--- src/rtl/led_pwm_pkg.sv ---
// Shared register map and CTRL bit positions for the LED PWM controller.
package led_pwm_pkg;
  localparam logic [3:0] ADDR_CTRL      = 4'h0;
  localparam logic [3:0] ADDR_BLINK_EN  = 4'h1;
  localparam logic [3:0] ADDR_PRESCALE  = 4'h2;
  localparam logic [3:0] ADDR_BLINK_PER = 4'h3;
  localparam logic [3:0] ADDR_STATUS    = 4'h4;
  localparam logic [3:0] ADDR_DUTY_BASE = 4'h8;

  localparam int CTRL_EN  = 0;
  localparam int CTRL_INV = 1;
endpackage

--- src/rtl/led_pwm_timebase.sv ---
// Prescaler, 8-bit PWM counter and blink phase generator; all state on falling clk.
module led_pwm_timebase (
  input  logic       clk,
  input  logic       rst_n,
  input  logic [7:0] prescale,
  input  logic [7:0] blink_per,
  output logic [7:0] pwm_cnt,
  output logic       phase,
  output logic       wrap
);
  logic [7:0] pre_q, pre_d;
  logic [7:0] pwm_q, pwm_d;
  logic [7:0] blink_q, blink_d;
  logic       phase_q, phase_d;
  logic       tick;

  // >= rather than == so a lowered PRESCALE never strands the counter above it
  always_comb begin
    tick    = (pre_q >= prescale);
    pre_d   = tick ? 8'h00 : pre_q + 8'h01;
    pwm_d   = tick ? pwm_q + 8'h01 : pwm_q;
    wrap    = tick & (pwm_q == 8'hFF);
    blink_d = blink_q;
    phase_d = phase_q;
    if (wrap) begin
      if (blink_q >= blink_per) begin
        blink_d = 8'h00;
        phase_d = ~phase_q;
      end else begin
        blink_d = blink_q + 8'h01;
      end
    end
  end

  always_ff @(negedge clk or negedge rst_n) begin
    if (!rst_n) begin
      pre_q   <= 8'h00;
      pwm_q   <= 8'h00;
      blink_q <= 8'h00;
      phase_q <= 1'b1;
    end else begin
      pre_q   <= pre_d;
      pwm_q   <= pwm_d;
      blink_q <= blink_d;
      phase_q <= phase_d;
    end
  end

  assign pwm_cnt = pwm_q;
  assign phase   = phase_q;
endmodule

--- src/rtl/led_pwm_ctrl.sv ---
// Bus-mapped multi-channel LED PWM controller with blink gating and selectable polarity.
module led_pwm_ctrl
  import led_pwm_pkg::*;
#(
  parameter int         NUM_CH       = 8,
  parameter logic [7:0] PRESCALE_RST = 8'h00,
  parameter logic [7:0] BLINK_RST    = 8'h00
) (
  input  logic              clk,
  input  logic              rst_n,
  input  logic              cs,
  input  logic              rwb,
  input  logic [3:0]        addr,
  input  logic [7:0]        i_data,
  output logic [7:0]        o_data,
  output logic [NUM_CH-1:0] o_leds
);
  logic [1:0]             ctrl_q, ctrl_d;
  logic [NUM_CH-1:0]      blink_en_q, blink_en_d;
  logic [7:0]             prescale_q, prescale_d;
  logic [7:0]             blink_per_q, blink_per_d;
  logic                   wrap_flag_q, wrap_flag_d;
  logic [NUM_CH-1:0][7:0] duty_q, duty_d;
  logic [7:0]             o_data_q, o_data_d;
  logic [NUM_CH-1:0]      leds_q, leds_d;
  logic [7:0]             rd_data;
  logic [7:0]             pwm_cnt;
  logic                   phase, wrap, rd, wr;

  assign rd = cs & rwb;
  assign wr = cs & ~rwb;

  led_pwm_timebase u_tb (
    .clk      (clk),
    .rst_n    (rst_n),
    .prescale (prescale_q),
    .blink_per(blink_per_q),
    .pwm_cnt  (pwm_cnt),
    .phase    (phase),
    .wrap     (wrap)
  );

  always_comb begin
    rd_data = 8'h00;
    case (addr)
      ADDR_CTRL:      rd_data = {6'b0, ctrl_q};
      ADDR_BLINK_EN:  rd_data[NUM_CH-1:0] = blink_en_q;
      ADDR_PRESCALE:  rd_data = prescale_q;
      ADDR_BLINK_PER: rd_data = blink_per_q;
      ADDR_STATUS:    rd_data = {6'b0, wrap_flag_q, phase};
      default: begin
        for (int i = 0; i < NUM_CH; i++)
          if (addr == ADDR_DUTY_BASE + 4'(i)) rd_data = duty_q[i];
      end
    endcase
  end

  always_comb begin
    ctrl_d      = ctrl_q;
    blink_en_d  = blink_en_q;
    prescale_d  = prescale_q;
    blink_per_d = blink_per_q;
    duty_d      = duty_q;
    o_data_d    = rd ? rd_data : o_data_q;
    // a wrap on the same edge as a STATUS read keeps the flag set
    wrap_flag_d = wrap | (wrap_flag_q & ~(rd & (addr == ADDR_STATUS)));
    if (wr) begin
      case (addr)
        ADDR_CTRL:      ctrl_d      = i_data[1:0];
        ADDR_BLINK_EN:  blink_en_d  = i_data[NUM_CH-1:0];
        ADDR_PRESCALE:  prescale_d  = i_data;
        ADDR_BLINK_PER: blink_per_d = i_data;
        default: begin
          for (int i = 0; i < NUM_CH; i++)
            if (addr == ADDR_DUTY_BASE + 4'(i)) duty_d[i] = i_data;
        end
      endcase
    end
  end

  for (genvar g = 0; g < NUM_CH; g++) begin : g_ch
    logic raw, on;
    assign raw       = (pwm_cnt < duty_q[g]) | (duty_q[g] == 8'hFF);
    assign on        = ctrl_q[CTRL_EN] & raw & (~blink_en_q[g] | phase);
    assign leds_d[g] = ctrl_q[CTRL_INV] ? on : ~on;
  end

  always_ff @(negedge clk or negedge rst_n) begin
    if (!rst_n) begin
      ctrl_q      <= '0;
      blink_en_q  <= '0;
      prescale_q  <= PRESCALE_RST;
      blink_per_q <= BLINK_RST;
      wrap_flag_q <= 1'b0;
      duty_q      <= '0;
      o_data_q    <= 8'h00;
      leds_q      <= '1;
    end else begin
      ctrl_q      <= ctrl_d;
      blink_en_q  <= blink_en_d;
      prescale_q  <= prescale_d;
      blink_per_q <= blink_per_d;
      wrap_flag_q <= wrap_flag_d;
      duty_q      <= duty_d;
      o_data_q    <= o_data_d;
      leds_q      <= leds_d;
    end
  end

  assign o_data = o_data_q;
  assign o_leds = leds_q;
endmodule

--- config.mk ---
export PLATFORM = sky130hd
export DESIGN_NAME = led_pwm_ctrl
export DESIGN_NICKNAME = d
export VERILOG_FILES = /design/src/rtl/led_pwm_pkg.sv /design/src/rtl/led_pwm_timebase.sv /design/src/rtl/led_pwm_ctrl.sv
export SDC_FILE = /design/constraint.sdc
export NUM_CORES = 1
export LEC_CHECK = 0
export ABC_AREA = 1
export CAP_MARGIN = 5
export CELL_PAD_IN_SITES_DETAIL_PLACEMENT = 2
export CELL_PAD_IN_SITES_GLOBAL_PLACEMENT = 2
export CORE_ASPECT_RATIO = 1.4
export CORE_UTILIZATION = 40
export CTS_BUF_LIST = sky130_fd_sc_hd__clkbuf_4 sky130_fd_sc_hd__clkbuf_8 sky130_fd_sc_hd__clkbuf_16
export DETAILED_ROUTE_END_ITERATION = 10
export HOLD_SLACK_MARGIN = 0.1
export PLACE_DENSITY_LB_ADDON = 0.1
export SYNTH_ARGS = -nofsm -noshare
export SYNTH_HDL_FRONTEND = slang
export SYNTH_SLANG_ARGS = --single-unit
--- constraint.sdc ---
create_clock -name clk -period 3.7 [get_ports clk]
set_input_delay 0.37 -clock clk [delete_from_list [all_inputs] [get_ports clk]]
set_output_delay 0.37 -clock clk [all_outputs]
set_load 0.03 [all_outputs]
==> reports/metrics.yaml, run 1 <==
outcome: "complete, no violations"
netlist.area_leader.share: 0.387
drv_cap: 0
rows: 60
drt-total-wl_um: 39100
synth_seq_cells: 132
yosys.cell_types.count: 32
reg2reg_setup_slack_ns: 0.92
synth.net_count: 1126
peakVddDrop_mv: 0.346
yosysWarningCount: 0
grt_max_degree: 47
cp.arrival_ns: 2.06
total_power_w: 0.00677
setup_viol: 0
worstPathRequired_ns: 2.10
area_growth_syn_to_layout_pct: 22.2
wl_per_cell_um: 28.3
pwr_density_cell_nw_per_um2: 698
power_frac_seq: 0.324
grt_pass1_vias: 9468
p_leak_nw: 4.81
portBuffers: 31
avgSynthCellArea_um2: 7.68
grt_overflow: 0
startpoint: "addr[0]"
tightest_slew_ns: 0.899
async_flop_share: 1.00
fp.dieW_um: 121
cts_tree: "done"
synth_edf_count: 0
numCtsBuffers: 17
grt_antenna_before_repair: 3
hp-start: "duty_q[40]"
seq_area_frac_synth: 0.417
holdWs_ns: 0.445
die_y_um: 169
p_int_w: 0.00388
cts_max_level: 4
finalMaxSlewViolations: 0
grt_usage: 0.403
synthesis.area_um2: 7950
fin_nets: 1211
synthTopCellsByCount: "294 x nand2_1, 128 x inv_1, 123 x dfrtn_1"
path_max_fanout: 5
slew_headroom: 0.401
clock-sinks: 132
clk_latency_ns: 0.48
r2r-start: "u_tb.pwm_cnt[0]"
hold_buffers: 0
path_clk_slew_ns: 0.05
clk_path_buf_depth: 2
core-area_um2: 19400
synthCells: 1035
drive_above_1_share: 0.107
p_comb_frac: 0.366
remaining_drc_errors: 0
min_path_type: "flop to flop"
place.gp.congestion: 0.872
synthFlopType: "dfrtn_1"
hold_violations: 0
synth_area_leader_cell: "dfrtn_1"
cts_root_buf: "clkbuf_16"
rsz0062_at_grt: "no"
end_kind: "flop"
post-dp-hpwl_um: 22900
dieArea_um2: 20400
grt_first_pass_wirelength_um: 59900
clock_skew_ns: 0.0708
via_per_inst: 5.97
sw_frac_of_total: 0.427
startpoint_type: "input pin"
yosysMostFrequentCell: "nand2_1"
drt-initial-drc-count: 487
p_switching_w: 0.00289
first_pass_iters: 5
postRouteAntennaNets: 0
crit_type: "input pin to flop"
synth_area_leaders: "dfrtn_1 39%, nand2_1 14%, ha_1 12%"
num_vias: 8253
clock_power_share: 0.311
start_util: 0.410
io_pins: 32
sequential cells by signal, indices dropped and copies added (netlist names):
name          cells
o_leds            8
ctrl_q            2
prescale_q        8
blink_en_q        8
u_tb.pwm_cnt      8
blink_per_q       8
o_data            8
duty_q           64
u_tb.blink_q      8
u_tb.phase        1
u_tb.pre_q        8
wrap_flag_q       1
power by group through the flow:
stage / clock, W / sequential, W / combinational, W
global route: 0.00216 / 0.00220 / 0.00269
global placement: 0.0000166 / 0.00215 / 0.00203
CTS: 0.00212 / 0.00218 / 0.00245
detailed placement: 0.0000166 / 0.00217 / 0.00222
finish: 0.00211 / 0.00219 / 0.00248
floorplan: 0.0000166 / 0.00210 / 0.00126
final cells by class:
cell class	count	area, µm²
diodes	2	5.00
well taps	248	310
clock inverters	20	236
repair buffers	89	847
flip-flops and latches	132	3310
fillers	2161	9660
inverters	130	488
clock buffers	21	490
multi-input cells	741	4020
cell usage in the layout (no fill, tap or decap), types with 5 or more instances in the layout:
master | synthesis | layout
a211oi_1 | 9 | 9
a21oi_1 | 55 | 54
buf_12 | 0 | 10
buf_4 | 0 | 48
bufinv_16 | 0 | 5
clkbuf_16 | 0 | 19
clkdlybuf4s50_1 | 0 | 10
dfrtn_1 | 123 | 123
dfstp_2 | 9 | 9
dlygate4sd2_1 | 0 | 20
ha_1 | 75 | 75
inv_1 | 128 | 135
nand2_1 | 294 | 294
nand3_1 | 60 | 60
nand4_1 | 13 | 13
nor2_1 | 63 | 62
nor4_1 | 17 | 17
o21ai_0 | 109 | 108
or2_2 | 5 | 5
xor2_1 | 11 | 11
timing repair:
| action | CTS | global route |
|---|---|---|
| gates resized for setup | 26 | 0 |
| setup buffers | 0 | 0 |
| endpoints found under the setup margin | 30 | 0 |
logic make-up after synthesis:
group           Yosys count  synth area share
simple gates            469             0.250
compound gates          183             0.120
fa+ha+maj                75             0.118
xor+xnor                 14            0.0154
buf+inv                 162            0.0792
flops                   132             0.417
critical path, stage by stage:
cell and delay (ns):
dlygate4sd2_1 0.38, inv_1 0.14, nand2_1 0.18, nor2_1 0.11
nand2_1 0.09, nand3_1 0.15, nor3_2 0.22, nand4_1 0.17
nand2_1 0.16, nand2_1 0.08
metrics by stage:
step / util / TNS (ns) / setup WS, ns / area [µm²] / instances
5_1_grt: 0.501 / 0 / 0.0399 / 9710 / 1383
3_5_place_dp: 0.464 / -18.69 / -0.421 / 8990 / 1341
2_1_floorplan: - / 0 / 0.450 / 7950 / 1035
3_3_place_gp: 0.464 / -13.55 / -0.391 / 8990 / 1341
4_1_cts: 0.501 / 0 / 0.0628 / 9700 / 1381
6_report: 0.501 / 0 / 0.0435 / 9710 / 1383
metal layers:
layer	routed length, µm	track usage
met5	0	0
met4	2680	0.259
met3	1850	0.0640
met2	19800	0.705
met1	14800	0.449
path summary, 6_finish.rpt:
path,end,cells after the start
min,duty_q[40],2
min reg2reg,duty_q[40],2
max in group asynchronous,duty_q[62],2
max,o_data[4],10
max reg2reg,u_tb.blink_q[0],6
min in group asynchronous,duty_q[22],1
No activity file was read; power rests on OpenSTA's default activity.
==> run 2: changes to the inputs <==
--- a/config.mk
+++ b/config.mk
@@ -12,6 +12,7 @@
 export CORE_ASPECT_RATIO = 1.4
 export CORE_UTILIZATION = 40
 export CTS_BUF_LIST = sky130_fd_sc_hd__clkbuf_4 sky130_fd_sc_hd__clkbuf_8 sky130_fd_sc_hd__clkbuf_16
+export CTS_CLUSTER_DIAMETER = 60
 export DETAILED_ROUTE_END_ITERATION = 10
 export HOLD_SLACK_MARGIN = 0.1
 export PLACE_DENSITY_LB_ADDON = 0.1
==> results of run 2 <==
Final layout, timing and power as in run 1 (identical DEF).
==> run 3: changes to the inputs <==
--- a/config.mk
+++ b/config.mk
@@ -10,6 +10,7 @@
 export CELL_PAD_IN_SITES_DETAIL_PLACEMENT = 2
 export CELL_PAD_IN_SITES_GLOBAL_PLACEMENT = 2
 export CORE_ASPECT_RATIO = 1.4
+export CORE_MARGIN = 2
 export CORE_UTILIZATION = 40
 export CTS_BUF_LIST = sky130_fd_sc_hd__clkbuf_4 sky130_fd_sc_hd__clkbuf_8 sky130_fd_sc_hd__clkbuf_16
 export CTS_CLUSTER_DIAMETER = 60
==> run 3 against run 2 <==
Against the previous run: combinational power down 2%; first-iteration DRC count decreased by 31%; clock-buffer cell count decreased by 2; worst hold slack got worse by 0.042 ns; sequential cell count is the same; non-clock buffer count up 8; wire length decreased by 8.5%; cell count up 0.87%; core utilization down 0.94 points; register-to-register slack improved by 0.13 ns; highest routed layer unchanged.
==> reports/metrics.yaml, run 3 (synthesis results as in run 1) <==
outcome: "complete, no violations"
cp.arrival_ns: 3.21  # +1.15 ns
largest_register: "duty_q"
via_per_inst: 5.73  # -4.0%
slew_headroom: 0.471  # +0.0704
r2r_cells: 11  # +5
fp.dieW_um: 123  # +1.7%
cts_root_buf: "clkbuf_16"
postRouteAntennaNets: 0  # unchanged
grt_antenna_before_repair: 1  # -2
holdWs_ns: 0.403  # -0.0419 ns
grt_max_degree: 42  # -11%
portBuffers: 31  # unchanged
mostFrequentLayoutCells: "294 x nand2_1, 136 x inv_1, 123 x dfrtn_1"
worstPathRequired_ns: 3.33  # +1.23 ns
setup_ws_ns: 0.124  # +0.0808 ns
path_max_fanout: 1  # -4
drive_above_1_share: 0.112  # +0.00539
cp_top_family: "flip-flops"
post-dp-hpwl_um: 23100  # +0.70%
die_y_um: 171  # +1.2%
wl_per_cell_um: 25.7  # -9.3%
slowest_delay_ns: 0.51  # +0.13 ns
io_pins: 32  # unchanged
end_kind: "output pin"
startpoint_type: "flop"
core-area_um2: 19700  # +1.7%
pwr_density_cell_nw_per_um2: 651  # -6.7%
place.gp.congestion: 0.886  # +1.5%
crit_slowest_cell: "dfstp_2"
largest_register_ffs: 64  # unchanged
drv_cap: 0  # unchanged
hold_violations: 0  # unchanged
clk_path_buf_depth: 2  # unchanged
rsz0062_at_grt: "no"
cts_max_level: 4  # unchanged
num_vias: 7990  # -3.2%
first_pass_iters: 5  # unchanged
min_path_type: "flop to flop"
grt_first_pass_wirelength_um: 54700  # -8.7%
clock-sinks: 132  # unchanged
dp.cells: 1353  # +0.89%
numCtsBuffers: 17  # unchanged
rows: 61  # +1.7%
peakVddDrop_mv: 0.466  # +35%
dieArea_um2: 21000  # +2.9%
clk_latency_ns: 0.47  # about the same
drt-initial-drc-count: 335  # -31%
crit_cells: 1  # -9
hold_depth: 1  # -1
grt_usage: 0.360  # -0.0423
path_clk_slew_ns: 0.05  # about the same
setup_viol: 0  # unchanged
total_power_w: 0.00631  # -6.9%
finalMaxSlewViolations: 0  # unchanged
area_growth_syn_to_layout_pct: 21.9
cts_tree: "done"
drt-total-wl_um: 35800  # -8.5%
start_util: 0.403  # -0.00672
grt_pass1_vias: 9080  # -4.1%
cp_cell_sequence: "dlygate4sd2_1"
layout.cells.non_filler: 1395  # +0.87%
clock_skew_ns: 0.0624  # -0.00840 ns
crit_type: "flop to output pin"
worstPathBufferInverterCount: 1  # -1
post-place-ws_ns: -0.500  # -0.0784 ns
post-cts-setup-buffers: 0  # unchanged
mostFrequentLayoutCell: "nand2_1"
fin_nets: 1219  # +0.66%
p_leak_nw: 4.81  # about the same
grt_overflow: 0  # unchanged
remaining_drc_errors: 0  # unchanged
tightest_slew_ns: 0.793  # -0.106 ns
## run 3: changes by cell type in the layout (fill, tap and decap cells not counted), sizes merged
cell          delta
clkinvlp         +4
clkinv           +3
buf              +8
dlygate4sd2      -4
dlymetal6s2s     +2
inv              -2
bufinv           -3
## run 3: stage by stage
stage	area, µm²	setup TNS, ns	utilization
CTS	9670	-0.0483	0.491
global placement	9070	-18.63	0.460
finish	9690	0	0.492
global route	9680	0	0.492
floorplan	7950	0	-
detailed placement	9070	-25.96	0.460
## run 3: repair_timing
item                                    in CTS  in global routing
resized for setup                           23                  8
hold buffers                                 0                  0
pin swaps                                    0                  4
endpoints found under the setup margin      45                 33
hold endpoints to repair                     0                  0
## run 3: final timing paths
kind	slack, ns	from	to
min in group asynchronous	1.59	rst_n	duty_q[22]
setup reg to reg	1.05	prescale_q[3]	u_tb.blink_q[0]
hold reg to reg	0.40	u_tb.pre_q[0]	u_tb.pre_q[0]
hold / removal	0.40	u_tb.pre_q[0]	u_tb.pre_q[0]
max in group asynchronous	1.50	rst_n	u_tb.pwm_cnt[3]
setup / recovery	0.12	o_leds[1]	o_leds[1]
## run 3: cell type report
cell class	count	area (µm²)
Antenna cell	2	5.00
Clock inverter	22	168
Inverter	130	488
Clock buffer	19	440
Tap cell	252	315
Fill cell	2219	10000
Sequential cell	132	3310
Multi-Input combinational cell	741	4040
Timing Repair Buffer	97	920
## run 3: power by group
| group | switching (W) | internal [W] | total, W |
|---|---|---|---|
| logic | 0.00166 | 0.000775 | 0.00243 |
| clock network | 0.000743 | 0.00101 | 0.00176 |
| registers | 0.000335 | 0.00178 | 0.00212 |
| total | 0.00273 | 0.00357 | 0.00631 |
## run 3: layer usage
| metal | GRT usage | up-vias | routed length (µm) |
|---|---|---|---|
| met4 | 0.208 | 0 | 2000 |
| met3 | 0.0817 | 120 | 1910 |
| li1 | - | 3575 | - |
| met2 | 0.620 | 250 | 18200 |
| met5 | 0 | - | 0 |
| met1 | 0.405 | 4045 | 13700 |
